**config.mk**
```make
export PLATFORM = sky130hd
export DESIGN_NAME = keypad_code_lock_flat
export DESIGN_NICKNAME = d
export VERILOG_FILES = /design/src/rtl/keypad_code_lock_if.sv /design/src/rtl/keypad_code_lock.sv /design/src/flat_wrapper.sv
export SDC_FILE = /design/constraint.sdc
export NUM_CORES = 1
export LEC_CHECK = 0
export CORE_UTILIZATION = 45
export CTS_CLUSTER_SIZE = 25
export DETAILED_ROUTE_END_ITERATION = 8
export SLEW_MARGIN = 0
export SYNTH_ARGS = -nofsm -noshare
export SYNTH_HDL_FRONTEND = slang
export SYNTH_SLANG_ARGS = --single-unit
export TNS_END_PERCENT = 10
```
**constraint.sdc**
```tcl
create_clock -name hwclk -period 2.9 [get_ports hwclk]
set_clock_uncertainty 0.1 [all_clocks]
set_input_delay 0.58 -clock hwclk [delete_from_list [all_inputs] [get_ports hwclk]]
set_output_delay 0.58 -clock hwclk [all_outputs]
set_load 0.005 [all_outputs]
```
**src/rtl/keypad_code_lock_if.sv**
```systemverilog
// keypad_code_lock_if: decoded key events into the lock and lock status back out.
interface keypad_code_lock_if #(
   parameter int CODE_LEN  = 4,
   parameter int DIGIT_W   = 4,
   parameter int MAX_TRIES = 3
);
   logic                             key_valid;
   logic [DIGIT_W-1:0]               key_code;
   logic                             unlocked;
   logic                             wrong_pulse;
   logic                             code_updated;
   logic                             locked_out;
   logic [$clog2(CODE_LEN+1)-1:0]    digit_count;
   logic [$clog2(MAX_TRIES+1)-1:0]   tries_used;
   modport master (output key_valid, key_code,
                   input unlocked, wrong_pulse, code_updated, locked_out, digit_count, tries_used);
   modport slave (input key_valid, key_code,
                  output unlocked, wrong_pulse, code_updated, locked_out, digit_count, tries_used);
endinterface

```
**src/rtl/keypad_code_lock.sv**
```systemverilog
// keypad_code_lock: code entry, verification, reprogramming and lockout controller.
// Define KEYPAD_LOCK_LOCKOUT_EN to build the LOCKOUT state and its timer.
module keypad_code_lock #(
   parameter int                          CODE_LEN       = 4,
   parameter int                          DIGIT_W        = 4,
   parameter logic [CODE_LEN*DIGIT_W-1:0] DEFAULT_CODE   = 16'h1234,
   parameter int                          MAX_TRIES      = 3,
   parameter int                          UNLOCK_CYCLES  = 60_000_000,
   parameter int                          LOCKOUT_CYCLES = 120_000_000
) (
   input logic               hwclk,
   input logic               reset,
   keypad_code_lock_if.slave kp
);
   localparam int CW = CODE_LEN * DIGIT_W;
   localparam int NW = $clog2(CODE_LEN + 1);
   localparam int TW = $clog2(MAX_TRIES + 1);
   localparam int UW = $clog2(UNLOCK_CYCLES + 1);
`ifdef KEYPAD_LOCK_LOCKOUT_EN
   localparam int LW = $clog2(LOCKOUT_CYCLES + 1);
`endif
   if (CODE_LEN < 1 || CODE_LEN > 16 || MAX_TRIES < 1 || UNLOCK_CYCLES < 1 || LOCKOUT_CYCLES < 1) begin : g_bad_cfg
      $error("keypad_code_lock: parameter out of range");
   end
   typedef enum logic [2:0] {
      IDLE, COMPARE, UNLOCKED, PROGRAM_CMP
`ifdef KEYPAD_LOCK_LOCKOUT_EN
      , LOCKOUT
`endif
   } state_t;
   state_t         state, state_n;
   logic [CW-1:0]  entry, entry_n, stored, stored_n;
   logic [NW-1:0]  cnt, cnt_n;
   logic [TW-1:0]  tries, tries_n;
   logic [UW-1:0]  ut, ut_n;
   logic           ovf, ovf_n, wrong_n, upd_n;
`ifdef KEYPAD_LOCK_LOCKOUT_EN
   logic [LW-1:0]  lt, lt_n;
`endif
   logic acc, dig, clr, ent, full, match;
   assign acc   = state == IDLE || state == UNLOCKED;
   assign dig   = kp.key_valid && kp.key_code < DIGIT_W'(10);
   assign clr   = kp.key_valid && kp.key_code == DIGIT_W'(10);
   assign ent   = kp.key_valid && kp.key_code == DIGIT_W'(11);
   assign full  = cnt == NW'(CODE_LEN);
   assign match = full && !ovf && entry == stored;
   assign kp.digit_count = cnt;
   assign kp.tries_used  = tries;
   always_comb begin
      state_n  = state;
      entry_n  = entry;
      stored_n = stored;
      cnt_n    = cnt;
      ovf_n    = ovf;
      tries_n  = tries;
      ut_n     = ut;
      wrong_n  = 1'b0;
      upd_n    = 1'b0;
`ifdef KEYPAD_LOCK_LOCKOUT_EN
      lt_n     = lt;
`endif
      if (acc && dig) begin
         ovf_n   = full ? 1'b1 : ovf;
         entry_n = full ? entry : (entry << DIGIT_W) | CW'(kp.key_code);
         cnt_n   = full ? cnt : cnt + 1'b1;
      end
      if (acc && clr) begin
         entry_n = '0;
         cnt_n   = '0;
         ovf_n   = 1'b0;
      end
      case (state)
         IDLE: state_n = ent ? COMPARE : IDLE;
         COMPARE: begin
            entry_n = '0;
            cnt_n   = '0;
            ovf_n   = 1'b0;
            if (match) begin
               state_n = UNLOCKED;
               tries_n = '0;
               ut_n    = UW'(UNLOCK_CYCLES);
            end else begin
               wrong_n = 1'b1;
`ifdef KEYPAD_LOCK_LOCKOUT_EN
               tries_n = tries + 1'b1;
               if (tries_n == TW'(MAX_TRIES)) begin
                  state_n = LOCKOUT;
                  lt_n    = LW'(LOCKOUT_CYCLES);
               end else state_n = IDLE;
`else
               tries_n = (tries == TW'(MAX_TRIES)) ? tries : tries + 1'b1;
               state_n = IDLE;
`endif
            end
         end
         UNLOCKED: begin
            ut_n = ut - 1'b1;
            if (ut == UW'(1)) begin
               state_n = IDLE;
               entry_n = '0;
               cnt_n   = '0;
               ovf_n   = 1'b0;
            end else if (clr && cnt == '0) state_n = IDLE;
            else if (ent) state_n = PROGRAM_CMP;
         end
         PROGRAM_CMP: begin
            entry_n = '0;
            cnt_n   = '0;
            ovf_n   = 1'b0;
            if (full && !ovf) begin
               stored_n = entry;
               upd_n    = 1'b1;
               state_n  = IDLE;
            end else begin
               wrong_n = 1'b1;
               state_n = UNLOCKED;
               ut_n    = UW'(UNLOCK_CYCLES);
            end
         end
`ifdef KEYPAD_LOCK_LOCKOUT_EN
         LOCKOUT: begin
            lt_n = lt - 1'b1;
            if (lt == LW'(1)) begin
               state_n = IDLE;
               tries_n = '0;
            end
         end
`endif
         default: state_n = IDLE;
      endcase
   end
   always_ff @(posedge hwclk) begin
      if (reset) begin
         state           <= IDLE;
         entry           <= '0;
         stored          <= DEFAULT_CODE;
         cnt             <= '0;
         ovf             <= 1'b0;
         tries           <= '0;
         ut              <= '0;
         kp.unlocked     <= 1'b0;
         kp.wrong_pulse  <= 1'b0;
         kp.code_updated <= 1'b0;
      end else begin
         state           <= state_n;
         entry           <= entry_n;
         stored          <= stored_n;
         cnt             <= cnt_n;
         ovf             <= ovf_n;
         tries           <= tries_n;
         ut              <= ut_n;
         kp.unlocked     <= state_n == UNLOCKED || state_n == PROGRAM_CMP;
         kp.wrong_pulse  <= wrong_n;
         kp.code_updated <= upd_n;
      end
   end
`ifdef KEYPAD_LOCK_LOCKOUT_EN
   always_ff @(posedge hwclk) begin
      if (reset) begin
         lt            <= '0;
         kp.locked_out <= 1'b0;
      end else begin
         lt            <= lt_n;
         kp.locked_out <= state_n == LOCKOUT;
      end
   end
`else
   assign kp.locked_out = 1'b0;
`endif
endmodule

```
**src/flat_wrapper.sv**
```systemverilog
// flat-port wrapper written by rule: the top's interface ports become plain ports
module keypad_code_lock_flat 
#(
   parameter int                          CODE_LEN       = 4,
   parameter int                          DIGIT_W        = 4,
   parameter logic [CODE_LEN*DIGIT_W-1:0] DEFAULT_CODE   = 16'h1234,
   parameter int                          MAX_TRIES      = 3,
   parameter int                          UNLOCK_CYCLES  = 60_000_000,
   parameter int                          LOCKOUT_CYCLES = 120_000_000
)
  (hwclk, reset, kp_key_valid, kp_key_code, kp_unlocked, kp_wrong_pulse, kp_code_updated, kp_locked_out, kp_digit_count, kp_tries_used);
  keypad_code_lock_if #(.CODE_LEN(CODE_LEN), .DIGIT_W(DIGIT_W), .MAX_TRIES(MAX_TRIES)) kp_i ();
  input logic hwclk;
  input logic reset;
  input wire logic [$bits(kp_i.key_valid)-1:0] kp_key_valid;
  input wire logic [$bits(kp_i.key_code)-1:0] kp_key_code;
  output wire logic [$bits(kp_i.unlocked)-1:0] kp_unlocked;
  output wire logic [$bits(kp_i.wrong_pulse)-1:0] kp_wrong_pulse;
  output wire logic [$bits(kp_i.code_updated)-1:0] kp_code_updated;
  output wire logic [$bits(kp_i.locked_out)-1:0] kp_locked_out;
  output wire logic [$bits(kp_i.digit_count)-1:0] kp_digit_count;
  output wire logic [$bits(kp_i.tries_used)-1:0] kp_tries_used;
  assign kp_i.key_valid = kp_key_valid;
  assign kp_i.key_code = kp_key_code;
  assign kp_unlocked = kp_i.unlocked;
  assign kp_wrong_pulse = kp_i.wrong_pulse;
  assign kp_code_updated = kp_i.code_updated;
  assign kp_locked_out = kp_i.locked_out;
  assign kp_digit_count = kp_i.digit_count;
  assign kp_tries_used = kp_i.tries_used;
  keypad_code_lock #(.CODE_LEN(CODE_LEN), .DIGIT_W(DIGIT_W), .DEFAULT_CODE(DEFAULT_CODE), .MAX_TRIES(MAX_TRIES), .UNLOCK_CYCLES(UNLOCK_CYCLES), .LOCKOUT_CYCLES(LOCKOUT_CYCLES)) u_core (.hwclk(hwclk), .reset(reset), .kp(kp_i));
endmodule
```
==> results.json, run 1 <==
{
  "status": "finished clean",
  "syn_area_mm2": 0.003481,
  "power_leakage_nw": 1.565,
  "hold-path-endpoint": "u_core.stored[10]",
  "drtIter0Drc": 115,
  "routed_wl_mm": 8.203,
  "synth.distinct_cells": 59,
  "slew_headroom_pct": 58.71,
  "synth_ff_type": "dfxtp_1",
  "drive_above_1_share_pct": 10.34,
  "hold_buffers": 0,
  "row_count": 31,
  "critPathSlowestCell": "a211oi_4",
  "die_w_um": 89.95,
  "swShare_pct": 25.07,
  "tightest_slew_ns": 0.6179,
  "reg2reg_depth": 7,
  "min_delay_path_depth": 2,
  "final_nets": 442,
  "gr-total-overflow": 0,
  "cp_data_arrival_time_ns": 2.62,
  "worstHoldStart": "u_core.stored[10]",
  "area_growth_pct": 12.11,
  "synth_enable_flop_cells": 0,
  "postLayoutCellArea_mm2": 0.003902,
  "synth_area_per_cell_um2": 8.388,
  "initial_core_util_pct": 47.23,
  "track_usage_pct": 21.69,
  "rsz0062_at_grt": "false",
  "maxSlewViolCount": 0,
  "cts_buffers": 9,
  "clock.fmax_mhz": 402.9,
  "dp.final_hpwl_mm": 5.404,
  "routabilityCongestion": 0.7668,
  "clk_path_buf_depth": 2,
  "r2r_slack_ns": 0.42,
  "cp-end-kind": "flip-flop",
  "viasPerCell": 5.727,
  "dpl_cell_area_mm2": 0.003736,
  "boundaryPins": 16,
  "slowest_delay_ns": 0.45,
  "min_path_type": "reg -> reg",
  "htreeDepth": 3,
  "synth_cells": 415,
  "seqPwrFrac_pct": 55.9,
  "pwr-share-comb_pct": 4.7,
  "rr_startpoint": "u_core.kp.digit_count[0]",
  "clock-sinks": 70,
  "grt_antenna_before_repair": 0,
  "crit_type": "reg -> reg",
  "ir_drop_uv": 255.6,
  "grt_pass1_wl_mm": 14.10,
  "vias": 3058,
  "core_mm2": 0.007370,
  "cts_root_buf": "clkbuf_8",
  "worstSetupStartpointType": "flip-flop",
  "p_switching_w": 0.0004372,
  "setup_viol": 0,
  "cts_tree": "done",
  "async_reset_ff_share_pct": 0,
  "ys_warn_count": 0,
  "fin_crit_sh_pct": 85.59,
  "period_minus_slack_ns": 2.482,
  "required_ns": 3.04,
  "grt_max_degree": 31,
  "io_buffers": 14,
  "grt_pass1_vias": 2807,
  "die_h_um": 89.95,
  "crit_chain": "inv_1 -> ha_1 -> and4b_4 -> a211oi_4 -> nand3_2 -> o21a_1 -> a221o_1",
  "antennaDiodeCount": 0,
  "fin_setup_tns_ns": 0,
  "wl_per_cell_um": 15.36,
  "synth_seq_cells": 70,
  "detail-route-antenna-nets": 0,
  "post-route-drc-count": 0,
  "reg2reg_to": "u_core.ut[21]",
  "crit_fanout": 11,
  "clock_power_share_pct": 39.4,
  "synth.yosys.seq_area_share_pct": 40.26,
  "die_area_mm2": 0.008091,
  "intPower_w": 0.001307,
  "maxCapViolations": 0,
  "powerDensity_mw_per_mm2": 447.0,
  "post_cts_buffers": 0,
  "cts_resized": 0,
  "drt_first_pass_iters": 4,
  "clkLatencyLatePin_ns": 0.35,
  "finalHoldViolations": 0,
  "clk_pin_slew_ns": 0.07
}
## registers in the layout, indices dropped and copies added (netlist names)
name,count
u_core.kp.digit_count,3
u_core.ut,26
u_core.kp.wrong_pulse,1
u_core.ovf,1
u_core.stored,16
u_core.kp.tries_used,2
u_core.kp.unlocked,1
u_core.kp.code_updated,1
u_core.entry,16
u_core.state,3
## cell type report
| cell class | count | area, um2 |
|---|---|---|
| clock buffer | 10 | 127.6 |
| inverter | 12 | 45.04 |
| fill | 714 | 3467 |
| timing repair buffer | 29 | 252.7 |
| multi-input combinational | 308 | 1913 |
| sequential | 70 | 1401 |
| tap | 99 | 123.9 |
| clock inverter | 6 | 38.79 |
## layer usage
metal	wire [um]	track usage, %
met5	0	0
met4	53	5.376
met3	290	5.668
met2	3739	33.65
met1	4120	30.05
## synth_stat cells (all sizes together) (12+ instances only)
library cell	instances	area, um2
inv	12	45.04
buf	12	72.57
xor2	16	140.1
nor4	13	106.4
nand2	53	198.9
o21ai	17	88.83
mux2i	18	180.2
clkbuf	14	52.55
nand3	20	105.1
a21oi	22	110.1
dfxtp	70	1401
nor2	41	153.9
nor3	12	60.06
## cell usage in the layout, fill, tap and decap left out, types with 3 or more instances in the layout
cell	Yosys	routed
a211oi_1	4	4
a21oi_1	22	22
a311oi_1	4	4
a31oi_1	9	9
and3_1	3	3
buf_4	1	15
clkbuf_8	0	9
clkdlybuf4s50_1	0	14
clkinv_2	0	3
dfxtp_1	70	70
ha_1	5	5
inv_1	12	12
mux2i_1	18	18
nand2_1	53	53
nand2b_1	3	3
nand3_1	19	19
nand4_1	5	5
nor2_1	41	41
nor2b_1	3	3
nor3_1	12	12
nor3b_1	3	3
nor4_1	9	9
nor4_2	4	4
o21a_1	4	4
o21ai_0	13	13
o21ai_1	3	3
o221a_2	3	3
o311ai_0	3	3
o31ai_1	3	3
o41ai_1	5	5
or3_1	7	7
xor2_1	16	16
## worst max-delay path by stage
| stage | slack [ns] | start | endpoint |
|---|---|---|---|
| 3_3_place_gp | 0.49 | u_core.kp.digit_count[0] | u_core.ut[22] |
| 4_1_cts | 0.41 | u_core.kp.digit_count[0] | u_core.ut[21] |
| 5_1_grt | 0.22 | u_core.kp.digit_count[0] | u_core.ut[17] |
| 3_5_place_dp | 0.42 | u_core.kp.digit_count[0] | u_core.ut[21] |
| 2_1_floorplan | 0.65 | u_core.kp.digit_count[0] | u_core.ut[22] |
| 6_report | 0.42 | u_core.kp.digit_count[0] | u_core.ut[21] |
## power groups by stage
stage	sequential (W)	clock [W]	combinational, W
finish	0.000975	0.000687	0.0000820
global route	0.000976	0.000758	0.0000902
CTS	0.000975	0.000712	0.0000824
detailed placement	0.000998	0	0.0000819
global placement	0.000997	0	0.0000813
floorplan	0.000994	0	0.0000548
## metrics by stage
| step | hold WS, ns | util [%] | setup slack (ns) | cells | total power [W] |
|---|---|---|---|---|---|
| after floorplan | 0.3426 | - | 0.6548 | 416 | 0.001049 |
| after global placement | 0.3541 | 50.70 | 0.4870 | 518 | 0.001078 |
| after detailed placement | 0.3588 | 50.70 | 0.4236 | 518 | 0.001079 |
| after CTS | 0.3688 | 52.95 | 0.4119 | 534 | 0.001769 |
| after global routing | 0.3875 | 52.95 | 0.2152 | 534 | 0.001824 |
| final | 0.3673 | 52.95 | 0.4178 | 534 | 0.001744 |
## cell families after synthesis
family | synth area share (%)
other cells | 0.1077
mux | 5.176
simple gates | 25.81
buf+inv | 4.888
fa+ha+maj | 1.797
xor+xnor | 4.277
compound gates | 17.69
flops | 40.26
## critical path: cells and delay by family, from the launching register on
| family | cells | cell delay (ns) |
|---|---|---|
| compound gates | 3 | 1.16 |
| simple gates | 2 | 0.41 |
| flops | 1 | 0.36 |
| fa+ha+maj | 1 | 0.25 |
| buf+inv | 1 | 0.07 |
(Power assumes the default switching activity.)
==> run 2: changes to the inputs <==
MAX_ROUTING_LAYER = met4   (was default)
SKIP_CTS_REPAIR_TIMING = 1   (was default)
==> run 2 against run 1 <==
Net effect: fmax is 0.33% higher; via count is 0.36% lower; sequential cell count stayed put; combinational power hardly changed; clock power hardly changed; global-route usage is 0.54 points higher; die area stayed put.
==> results.json, run 2 (synthesized netlist as in run 1, its figures left out) <==
{
  "drt_first_pass_iters": 4,
  "clkLatencyLatePin_ns": 0.34,
  "reg_top3": "u_core.ut x26, u_core.entry x16, u_core.stored x16",
  "drtIter0Drc": 114,
  "ir_drop_uv": 255.9,
  "boundaryPins": 16,
  "wl_per_cell_um": 15.36,
  "clock-sinks": 70,
  "cts_buffers": 9,
  "seq_area_mm2": 0.001401,
  "r2r_slack_ns": 0.43,
  "largest_reg_flops": 26,
  "fin_setup_tns_ns": 0,
  "final.fill_count": 714,
  "slew_headroom_pct": 59.14,
  "vias": 3047,
  "rsz0062_at_grt": "false",
  "maxCapViolations": 0,
  "tightest_slew_ns": 0.6114,
  "final_common_cell": "dfxtp_1",
  "worstSetupStartpointType": "flip-flop",
  "status": "finished clean",
  "crit_type": "reg -> reg",
  "power.total_w": 0.001742,
  "dp.final_hpwl_mm": 5.404,
  "maxSlewViolCount": 0,
  "crit_fanout": 11,
  "fin_crit_sh_pct": 85.31,
  "layout_common_cells": "dfxtp_1, nand2_1, nor2_1",
  "min_delay_path_depth": 2,
  "powerDensity_mw_per_mm2": 446.4,
  "reg2reg_depth": 7,
  "io_buffers": 14,
  "routabilityCongestion": 0.7771,
  "grt_max_degree": 31,
  "worstHoldStart": "u_core.stored[10]",
  "cp_data_arrival_time_ns": 2.61,
  "period_minus_slack_ns": 2.474,
  "htreeDepth": 3,
  "whs_ns": 0.3665,
  "multi_input_area_mm2": 0.001913,
  "viasPerCell": 5.706,
  "grt_pass1_wl_mm": 14.08,
  "die_area_mm2": 0.008091,
  "seqPwrFrac_pct": 56.0,
  "area_growth_pct": 12.11,
  "required_ns": 3.04,
  "core_mm2": 0.007370,
  "gr-total-overflow": 0,
  "clock.fmax_mhz": 404.2,
  "min_path_type": "reg -> reg",
  "routed_wl_mm": 8.204,
  "swShare_pct": 24.97,
  "clk_pin_slew_ns": 0.08,
  "reg2reg_to": "u_core.ut[21]",
  "hold-path-endpoint": "u_core.stored[10]",
  "die_w_um": 89.95,
  "intPower_w": 0.001307,
  "setup_viol": 0,
  "cts_tree": "done",
  "clock_power_share_pct": 39.3,
  "grt_antenna_before_repair": 0,
  "initial_core_util_pct": 47.23,
  "power_leakage_nw": 1.565,
  "pwr-share-comb_pct": 4.7,
  "detail-route-antenna-nets": 0,
  "cp-end-kind": "flip-flop",
  "post-route-drc-count": 0,
  "antennaDiodeCount": 0,
  "clk_path_buf_depth": 2,
  "fin_cells": 534,
  "finalHoldViolations": 0,
  "grt_pass1_vias": 2813,
  "final_nets": 442,
  "regMostFlops": "u_core.ut",
  "row_count": 31,
  "cts_root_buf": "clkbuf_8",
  "drive_above_1_share_pct": 10.34,
  "p_switching_w": 0.0004349,
  "track_usage_pct": 22.22,
  "rr_startpoint": "u_core.kp.digit_count[0]",
  "place_inst": 518,
  "die_h_um": 89.95
}
==> run 2: cell counts in the layout (fill, tap and decap cells not counted) <==
No cell type changed its count.
==> run 2: through the flow <==
stage	utilization, %	worst slack (ns)	area [um2]
finish	52.95	0.4259	3902
detailed placement	50.70	0.4236	3736
global route	52.95	0.2152	3902
global placement	50.70	0.4870	3736
CTS	52.95	0.4119	3902
floorplan	-	0.6548	3485
==> run 2: how the worst max path moves through the flow <==
stage | start | to | slack (ns) | cells past startpoint
global placement | u_core.kp.digit_count[0] | u_core.ut[22] | 0.49 | 7
floorplan | u_core.kp.digit_count[0] | u_core.ut[22] | 0.65 | 8
global route | u_core.kp.digit_count[0] | u_core.ut[17] | 0.22 | 7
finish | u_core.kp.digit_count[0] | u_core.ut[21] | 0.43 | 7
CTS | u_core.kp.digit_count[0] | u_core.ut[21] | 0.41 | 7
detailed placement | u_core.kp.digit_count[0] | u_core.ut[21] | 0.42 | 7
==> run 2: power by group through the flow <==
| stage | registers, W | clock network [W] | logic [W] |
|---|---|---|---|
| after floorplan | 0.000994 | 0 | 0.0000548 |
| after global placement | 0.000997 | 0 | 0.0000813 |
| after detailed placement | 0.000998 | 0 | 0.0000819 |
| after CTS | 0.000975 | 0.000712 | 0.0000824 |
| after global routing | 0.000976 | 0.000753 | 0.0000902 |
| final | 0.000975 | 0.000685 | 0.0000819 |
==> run 2: layout make-up <==
class	count	area share, %
timing repair buffer	29	6.476
tap	99	3.174
clock inverter	6	0.9939
multi-input combinational	308	49.02
inverter	12	1.154
clock buffer	10	3.270
sequential	70	35.91
==> run 2: worst max-delay path: stages, from the launching register on <==
cell      delay [ns]
dfxtp_1         0.36
inv_1           0.07
ha_1            0.25
and4b_4         0.25
a211oi_4        0.45
nand3_2         0.16
o21a_1          0.35
a221o_1         0.36
==> run 2: routing by layer <==
metal  GRT usage [%]  vias to the layer above  share of wire, %
met2           33.65                       46                46
met5               -                        -                 0
li1                -                     1539                 -
met1           29.94                     1458                51
met4           5.376                        0              0.71
met3           5.415                        4               2.5
